--- config.mk ---
export PLATFORM = sky130hd
export DESIGN_NAME = param_tensor_stream_source
export DESIGN_NICKNAME = d
export VERILOG_FILES = /design/src/rtl/param_tensor_stream_source.sv
export SDC_FILE = /design/constraint.sdc
export NUM_CORES = 1
export LEC_CHECK = 0
export ABC_AREA = 1
export BUFFER_PORTS_ARGS = -buffer_cell sky130_fd_sc_hd__buf_2
export CORE_MARGIN = 2
export CORE_UTILIZATION = 45
export CTS_CLUSTER_DIAMETER = 120
export CTS_CLUSTER_SIZE = 40
export DETAILED_ROUTE_END_ITERATION = 8
export GPL_TIMING_DRIVEN = 0
export HOLD_SLACK_MARGIN = 0.06
export PLACE_DENSITY = 0.72
export SYNTH_ARGS = -nofsm -noshare
export SYNTH_HDL_FRONTEND = slang
export SYNTH_SLANG_ARGS = --single-unit
--- constraint.sdc ---
create_clock -name clk -period 11.2 [get_ports clk]
set_clock_uncertainty 0.15 [all_clocks]
set_input_delay 3.36 -clock clk [delete_from_list [all_inputs] [get_ports clk]]
set_output_delay 3.36 -clock clk [all_outputs]
set_load 0.05 [all_outputs]
--- src/rtl/param_tensor_stream_source.sv ---
// param_tensor_stream_source
// Streams a constant tensor (weights/biases) from an external synchronous ROM
// as PAR-element beats over valid/ready, REPEAT passes per frame. ROM reads
// are prefetched only when the output FIFO has a guaranteed free slot, which
// counts reads still in flight through the ROM pipeline.
// Optional build macro: PARAM_SRC_CONTINUOUS_EN -- once started, frames stream
// back-to-back forever (only rst returns to IDLE).
module param_tensor_stream_source #(
    parameter int DATA_WIDTH  = 16,
    parameter int PAR         = 4,
    parameter int DEPTH       = 8,
    parameter int REPEAT      = 4,
    parameter int ROM_LATENCY = 2,
    parameter int FIFO_DEPTH  = ROM_LATENCY + 2,
    // address width is kept at least 1 bit so DEPTH=1 still has a legal port
    localparam int AW = (DEPTH > 1) ? $clog2(DEPTH) : 1
) (
    input  logic                      clk,
    input  logic                      rst,
    input  logic                      start,
    output logic                      busy,
    output logic                      rom_en,
    output logic [AW-1:0]             rom_addr,
    input  logic [DATA_WIDTH*PAR-1:0] rom_data,
    output logic [DATA_WIDTH*PAR-1:0] data_out,
    output logic                      data_out_valid,
    input  logic                      data_out_ready,
    output logic                      data_out_last
);

    localparam int TOTAL = DEPTH * REPEAT;
    localparam int BW    = DATA_WIDTH * PAR;
    localparam int PSW   = (REPEAT > 1) ? $clog2(REPEAT) : 1;
    localparam int OW    = (TOTAL > 1) ? $clog2(TOTAL) : 1;
    localparam int FPW   = (FIFO_DEPTH > 1) ? $clog2(FIFO_DEPTH) : 1;
    localparam int CW    = $clog2(FIFO_DEPTH + ROM_LATENCY + 1);

    localparam logic [AW-1:0]  ADDR_LAST = AW'(DEPTH - 1);
    localparam logic [PSW-1:0] PASS_LAST = PSW'(REPEAT - 1);
    localparam logic [OW-1:0]  BEAT_LAST = OW'(TOTAL - 1);
    localparam logic [FPW-1:0] PTR_LAST  = FPW'(FIFO_DEPTH - 1);

    typedef enum logic {IDLE, RUN} state_t;

    state_t                 state;
    logic [AW-1:0]          addr;
    logic [PSW-1:0]         pass;
    logic                   issue_done;
    logic [ROM_LATENCY-1:0] trk;
    logic [BW-1:0]          mem [FIFO_DEPTH];
    logic [FPW-1:0]         wr_ptr;
    logic [FPW-1:0]         rd_ptr;
    logic [CW-1:0]          count;
    logic [CW-1:0]          inflight;
    logic [OW-1:0]          out_cnt;
    logic                   issue;
    logic                   push;
    logic                   pop;
    logic                   frame_end;

    // Reads still travelling through the ROM pipeline reserve FIFO space.
    always_comb begin
        inflight = '0;
        for (int unsigned i = 0; i < ROM_LATENCY; i++) begin
            inflight = inflight + CW'(trk[i]);
        end
    end

    // Issue, FIFO and handshake decodes; outputs depend on registers only.
    always_comb begin
        issue          = (state == RUN) && !issue_done &&
                         ((count + inflight) < CW'(FIFO_DEPTH));
        push           = trk[ROM_LATENCY-1];
        data_out_valid = (count != '0);
        pop            = data_out_valid && data_out_ready;
        frame_end      = pop && (out_cnt == BEAT_LAST);
        busy           = (state == RUN);
        rom_en         = issue;
        rom_addr       = addr;
        data_out       = data_out_valid ? mem[rd_ptr] : '0;
        data_out_last  = data_out_valid && (out_cnt == BEAT_LAST);
    end

    // Control FSM, address/pass sequencing, in-flight tracker and output FIFO.
    always_ff @(posedge clk) begin
        if (rst) begin
            state      <= IDLE;
            addr       <= '0;
            pass       <= '0;
            issue_done <= 1'b0;
            trk        <= '0;
            wr_ptr     <= '0;
            rd_ptr     <= '0;
            count      <= '0;
            out_cnt    <= '0;
        end else begin
            case (state)
                IDLE: if (start) state <= RUN;
                RUN: begin
`ifndef PARAM_SRC_CONTINUOUS_EN
                    if (frame_end) begin
                        state      <= IDLE;
                        issue_done <= 1'b0;
                    end
`endif
                end
                default: state <= IDLE;
            endcase

            trk[0] <= issue;
            for (int unsigned i = 1; i < ROM_LATENCY; i++) begin
                trk[i] <= trk[i-1];
            end

            if (issue) begin
                if (addr == ADDR_LAST) begin
                    addr <= '0;
                    if (pass == PASS_LAST) begin
                        pass <= '0;
`ifndef PARAM_SRC_CONTINUOUS_EN
                        issue_done <= 1'b1;
`endif
                    end else begin
                        pass <= pass + 1'b1;
                    end
                end else begin
                    addr <= addr + 1'b1;
                end
            end

            if (push) begin
                mem[wr_ptr] <= rom_data;
                wr_ptr      <= (wr_ptr == PTR_LAST) ? '0 : wr_ptr + 1'b1;
            end
            if (pop) begin
                rd_ptr  <= (rd_ptr == PTR_LAST) ? '0 : rd_ptr + 1'b1;
                out_cnt <= (out_cnt == BEAT_LAST) ? '0 : out_cnt + 1'b1;
            end
            count <= count + CW'(push) - CW'(pop);
        end
    end

    // Credit accounting must keep FIFO plus pipeline within FIFO capacity.
    occupancy_bound: assert property (@(posedge clk) disable iff (rst)
        (count + inflight) <= CW'(FIFO_DEPTH));

endmodule

Word-level counts from Yosys, hierarchy flattened --
Memory sizes are Yosys's and may differ from the RTL's. A register that Yosys moved wholly into a read port is not among the register bits. Cells that the tools add are included.
Storage, ports and cells: register bits after elaboration 21, bits in writable memories 256, bits of input ports 68, output and inout bits 71, logic and storage cells 53, memories 1
Cells by class: $add $sub $neg 9, order comparisons 1, equal/unequal tests 5, muxes and demuxes 19, bitwise gates (word level) 1, reduce and logical (&&, ||, !) cells 8
Memory list:
- mem | depth 4, bits a word 64, read ports 1, clocked after memory_dff 1, write ports 1, RTL line 50 | logic [BW-1:0] mem [FIFO_DEPTH];
Operators with widths (count):
- 2-to-1 mux 64 bit | 1
- 2-to-1 mux 1 bit | 10
- 2-to-1 mux 2 bit | 5
- adder 2 x 1 -> 2 bit, second input constant | 3
- == test 2 bit, second input constant | 3
- adder 5 x 1 -> 5 bit, second input constant | 1
- == test 5 bit, second input constant | 1
- logical AND 1 bit | 5
- 2-to-1 mux 5 bit | 1
- adder 3 x 1 -> 3 bit | 1
- adder 3 x 1 -> 3 bit, second input constant | 1
- adder 3 x 2 -> 3 bit | 1
- == test 3 bit, second input constant | 1
- less-than comparator 3 bit, second input constant | 1
- 2-to-1 mux 3 bit | 1
- nonzero test 3 bit | 1
- subtractor 3 x 1 -> 3 bit | 1
- adder 1 x 1 -> 2 bit | 1
- case mux 1 bit (2 select lines) | 1
- AND reduction 2 bit | 1
- logical NOT 1 bit | 1
- NOT 1 bit | 1

Longest topological paths before layout --
Gate-level depths: netlist of run 1.
depth after elaboration 8, mapped depth 10, gate-level depth less buffers 10

Least setup slack after synthesis of run 1 --
No wires, ideal clock.
path kind input to register, start input rst, end memory mem[0][0] (netlist name), enable pin, data arrival time 6517 ps, path slack 4047 ps, stages on the path 4, path buffers 1, cells stage by stage inv_1 -> clkbuf_1 -> nand2_1 -> nor2_1
On the way: cells in the longest elaborated chain, start to end 2
RTL lines:
- start, declared | RTL line 19 | input logic rst,
- 2-to-1 mux 1 bit | RTL line 86 | if (rst) begin
- 2-to-1 mux 1 bit (not written as such) | RTL line 132 | mem[wr_ptr] <= rom_data;
- end, declared | RTL line 50
No other way between the ends.

==> results.cfg, run 1 <==
[clock_network]
cts_root_buf = clkbuf_16
cts_setup_buffers = 0
cts_buffer_depth = 3
cts_tree = built
cts_hold_buf = 0
cts.clk_slew.worst_paths_ns = 0.14
clkLatencyLatePin_ns = 0.48
cts_buffers = 10
clock_sinks = 279
ctsHtreeMaxLevel = 1
ctsResizeCount = 0

[critical_path]
worstPathArrival_ns = 2.29
cp_max_fo = 10
r2r_cells = 10
cp-start-kind = flip-flop
crit-reg2reg-launch = count[1]
criticalPathCategory = reg2out
reg2reg_slack_ns = 8.94
cp.required_ns = 7.69
crit_path_end_kind = output pin
worstReg2RegEnd = count[2]

[cells_and_area]
multiInputGateArea_mm2 = 0.00254
drive_gt1_share_pct = 18.6
fillers = 2094
seq_area_mm2 = 0.00815
nets = 1146
diodes = 0
synthToLayoutAreaGrowth_pct = 14.2
final_area_mm2 = 0.0127
final_common_cell = nor2_1
final_cell_mix = 284 x nor2_1, 256 x edfxtp_1, 152 x buf_2, 120 x o21ai_0, 70 x a21oi_1

[status]
outcome = completed

[routing]
vias_per_cell = 5.09
drt_drc_violations_left = 0
final_antenna_net_count = 0
vias = 7072
drt_iter0_drc = 558
routed_wl_um = 24400
avgRoutedWirePerCell_um = 17.5
first_pass_iters = 5

[floorplanning]
placementRows = 57
fp.coreArea_mm2 = 0.0242
die_y_um = 161
dieArea_mm2 = 0.0259
start_util_pct = 45.7
die_w_um = 161
ioPinCount = 139

[global_route]
gr-total-overflow = 0
grtUsageTotal_pct = 18.3
grt_first_pass_wirelength_um = 37000
antenna_found_initial = 1
grt_max_degree = 42
first_global_vias = 6973

[timing]
rsz0062_at_grt = false
min_period_over_period_pct = 51.8
final.setup.tns_ns = 0
min_period_ns = 5.80
hold_viol_final = 0
clock.fmax_mhz = 172
worst_slew_pin_slew_ns = 0.727
report.final.slew_viol_count = 0
setup_viol = 0
slew_headroom_pct = 51.4

[place]
post_dp_cell_area_mm2 = 0.0124
place_congestion = 0.758
io_buffers = 138
dpl.hpwl_um = 15500

[pwr]
vdd_drop_max_uv = 242
finalPower_mw = 3.05
p_per_area_mw_per_mm2 = 241
power_leakage_nw = 4.60

[min_path]
holdCritPathClass = reg2reg
hold_end = trk[1]
min_path_cells = 2
worstHoldStart = trk[0]

[yosys]
syn_area_per_cell_um2 = 12.2
ys_seq_area_share_pct = 73.6
synthesis.nets = 988
synthCells = 907
synth-seq-cells = 279
yosysWarnings = 0
syn_area_mm2 = 0.0111
synth_cell_types = 28

[run]
drv_cap = 0
## area by class of cell
type,instances,area share [%]
Sequential cell,279,64.4
Multi-Input combinational cell,551,20.1
Timing Repair Buffer,146,6.78
Tap cell,324,3.20
Buffer,50,2.48
Clock buffer,13,2.23
Inverter,27,0.801
## sequential cells by signal (all words and copies together) (netlist names), named ones only
register    flops
rd_ptr          2
mem           256
out_cnt         5
busy            1
issue_done      1
rom_addr        3
pass            2
wr_ptr          2
trk             2
count           3
## cells in the mapped netlist
cell	n	area (um^2)
buf_1	5	18.8
ha_1	12	150
o211a_1	2	20.0
buf_4	3	22.5
or2_2	1	6.26
clkbuf_1	15	56.3
edfxtp_1	256	7690
nand3_1	9	45.0
nor2_1	288	1080
or2_0	1	6.26
a21oi_1	70	350
dfxtp_1	23	460
buf_2	14	70.1
nand4_1	1	6.26
nor2_4	1	11.3
a211oi_1	1	7.51
buf_6	13	146
o21ai_0	120	601
fa_1	1	20.0
inv_2	3	11.3
o21bai_1	1	7.51
xor2_1	1	8.76
nor3_1	3	15.0
nand3_2	2	20.0
o21a_1	1	7.51
inv_1	24	90.1
nand2_1	24	90.1
o21ai_1	12	60.1
## cell families (layout without fill, tap and decap cells)
| logic type | count (synthesis) | after routing | share of synthesized area [%] |
|---|---|---|---|
| xor gates and xnor gates | 1 | 1 | 0.0791 |
| AOI/OAI and AO/OA | 207 | 207 | 9.51 |
| adders and majority gates | 13 | 13 | 1.54 |
| DFF | 279 | 279 | 73.6 |
| and+or+nand+nor | 330 | 330 | 11.6 |
| buffers and inverters | 77 | 236 | 3.75 |
## layer usage
| layer | GRT usage [%] | wire length [um] | vias to the layer above |
|---|---|---|---|
| met1 | 24.5 | 10700 | 3405 |
| met4 | 3.90 | 278 | 2 |
| met3 | 2.56 | 1270 | 27 |
| met5 | 0 | 7 | - |
| met2 | 32.1 | 12100 | 176 |
| li1 | - | - | 3462 |
## report_power, final
group          switching (mW)  leakage [nW]  internal [mW]
Clock                   0.286         0.138          0.181
Combinational            1.09          1.97          0.325
Sequential             0.0148          2.49           1.16
## worst max path at each step
stage               from            to  cells past startpoint  slack [ns]
2_1_floorplan        rst     mem[0][0]                      4        4.05
3_3_place_gp         rst    mem[2][27]                      5        1.61
3_5_place_dp         rst    mem[0][27]                      6        5.46
4_1_cts        flip-flop   data_out[0]                      6        5.34
5_1_grt        flip-flop  data_out[57]                      6        5.21
6_report       flip-flop  data_out[57]                      6        5.40
## metrics by stage
stage | utilization, % | setup WS (ns) | std cells | hold WS, ns
5_1_grt | 52.2 | 5.21 | 1390 | 0.300
6_report | 52.2 | 5.40 | 1390 | 0.288
3_5_place_dp | 51.0 | 5.46 | 1377 | 0.271
3_3_place_gp | 50.2 | 1.61 | 1369 | 0.265
4_1_cts | 52.2 | 5.34 | 1390 | 0.289
2_1_floorplan | - | 4.05 | 907 | 0.257
## critical path, stage by stage, from the launching register on
cell and delay, ns:
dfxtp_1 0.36, inv_2 0.06, buf_4 0.21, clkbuf_1 0.43
o21ai_0 0.17, a21oi_1 0.25, buf_2 0.31
(Power assumes the default switching activity.)
==> inputs of run 2 (changes only) <==
Settings changed: PLACE_DENSITY 0.72 to 0.75.
Clock period 11.2 ns to 4.8 ns, I/O delays scaled along.
==> run 2 against run 1 <==
Effect of this change: global-route usage is 0.11 points higher; highest routed layer unchanged; total power grew 130%; worst hold slack improved by 0.0062 ns.
==> results.cfg, run 2 (same netlist as run 1, synthesis figures left out) <==
[routing]
vias_per_cell = 5.09
drt_drc_violations_left = 0
avgRoutedWirePerCell_um = 17.4
vias = 7079
routed_wl_um = 24300
final_antenna_net_count = 0
drt_iter0_drc = 609
first_pass_iters = 5

[timing]
min_period_ns = 3.89
min_period_over_period_pct = 81.1
holdWs_ns = 0.294
rsz0062_at_grt = false
final.setup.tns_ns = 0
report.final.slew_viol_count = 0
final.setup.worst_slack_ns = 0.909
clock.fmax_mhz = 257
slew_headroom_pct = 51.5
worst_slew_pin_slew_ns = 0.726
setup_viol = 0
hold_viol_final = 0

[cells_and_area]
multiInputGateArea_mm2 = 0.00254
final_area_mm2 = 0.0127
drive_gt1_share_pct = 18.6
final_cell_mix = 284 x nor2_1, 256 x edfxtp_1, 152 x buf_2, 120 x o21ai_0, 70 x a21oi_1
nets = 1146
synthToLayoutAreaGrowth_pct = 14.2
largest_register = mem
fillers = 2063
largest_reg_flops = 256
seq_area_mm2 = 0.00815
final_common_cell = nor2_1
reg_top3 = mem x256, out_cnt x5

[place]
dp_slack_ns = 0.994
place_congestion = 0.760
dpl.hpwl_um = 15500
io_buffers = 138
post_dp_cell_area_mm2 = 0.0124

[clock_network]
cts_hold_buf = 0
cts_tree = built
cts_buffer_depth = 3
cts.clk_slew.worst_paths_ns = 0.14
cts_root_buf = clkbuf_16
ctsHtreeMaxLevel = 1
cts_buffers = 10
clkLatencyLatePin_ns = 0.49
clock_sinks = 279
ctsResizeCount = 0
cts_setup_buffers = 0

[critical_path]
reg2reg_slack_ns = 2.54
cp_max_fo = 10
r2r_cells = 10
cp-start-kind = flip-flop
worstReg2RegEnd = count[2]
crit-reg2reg-launch = count[1]
criticalPathCategory = reg2out
slowest_stage = clkbuf_1
crit_buf_inv = 4
cp.required_ns = 3.21
worstPathArrival_ns = 2.30
crit_path_end_kind = output pin
slowest_delay_ns = 0.42
critPathTopFamily = buffers and inverters
cp_cell_sequence = inv_2 -> buf_4 -> clkbuf_1 -> o21ai_0 -> a21oi_1 -> buf_2

[global_route]
first_global_vias = 6914
grt_first_pass_wirelength_um = 36800
gr-total-overflow = 0
grtUsageTotal_pct = 18.4
antenna_found_initial = 4
grt_max_degree = 42

[floorplanning]
dieArea_mm2 = 0.0259
start_util_pct = 45.7
fp.coreArea_mm2 = 0.0242
ioPinCount = 139
placementRows = 57
die_y_um = 161
die_w_um = 161

[min_path]
min_path_cells = 2
hold_end = trk[1]
holdCritPathClass = reg2reg
worstHoldStart = trk[0]

[pwr]
power_leakage_nw = 4.60
p_per_area_mw_per_mm2 = 561
vdd_drop_max_uv = 341

[run]
drv_cap = 0

[status]
outcome = completed
## run 2: changes by cell type in the layout (fill, tap and decap cells not counted)
cell     previous run  this run
buf_16              1         0
buf_12              7         8
diode_2             0         2
## run 2: cell type report
type	count	share of cell area [%]
well taps	324	3.20
diodes	2	0.0396
plain buffers	50	2.48
multi-input cells	551	20.1
flip-flops and latches	279	64.4
repair buffers	146	6.73
inverters	27	0.801
clock buffers	13	2.24
## run 2: per-stage QoR
step / util, % / instances / power, mW
2_1_floorplan: - / 907 / 5.21
3_3_place_gp: 50.2 / 1369 / 6.06
3_5_place_dp: 51.0 / 1377 / 6.10
4_1_cts: 52.2 / 1390 / 7.16
5_1_grt: 52.2 / 1390 / 7.45
6_report: 52.2 / 1392 / 7.10
## run 2: worst reg2reg max path: stages, from the launching register on
cell,delay (ns)
dfxtp_1,0.40
inv_1,0.08
nand3_2,0.09
nand2_1,0.19
nor2_1,0.23
o21bai_1,0.14
ha_1,0.15
inv_1,0.05
fa_1,0.38
nor3_1,0.20
nor3_1,0.07
## run 2: where the power goes
group / switching, mW / total (mW) / internal [mW]
registers: 0.0335 / 2.73 / 2.70
clock network: 0.660 / 1.08 / 0.422
logic: 2.53 / 3.28 / 0.757
total: 3.22 / 7.10 / 3.88
## run 2: how the worst max path moves through the flow
stage / slack, ns / end / cells past startpoint / from
6_report: 0.91 / data_out[59] / 6 / flip-flop
5_1_grt: 0.74 / data_out[59] / 6 / flip-flop
4_1_cts: 0.87 / data_out[59] / 6 / flip-flop
3_5_place_dp: 0.99 / mem[3][31] / 6 / rst
3_3_place_gp: -2.80 / mem[3][31] / 5 / rst
2_1_floorplan: -0.43 / mem[0][0] / 4 / rst
## run 2: metal layers
metal / up-vias / global-route usage (%) / wire length [um]
met3: 26 / 3.15 / 1420
met2: 208 / 32.2 / 11800
met1: 3368 / 24.6 / 10600
met5: - / 0 / 24
li1: 3473 / - / -
met4: 4 / 3.41 / 341
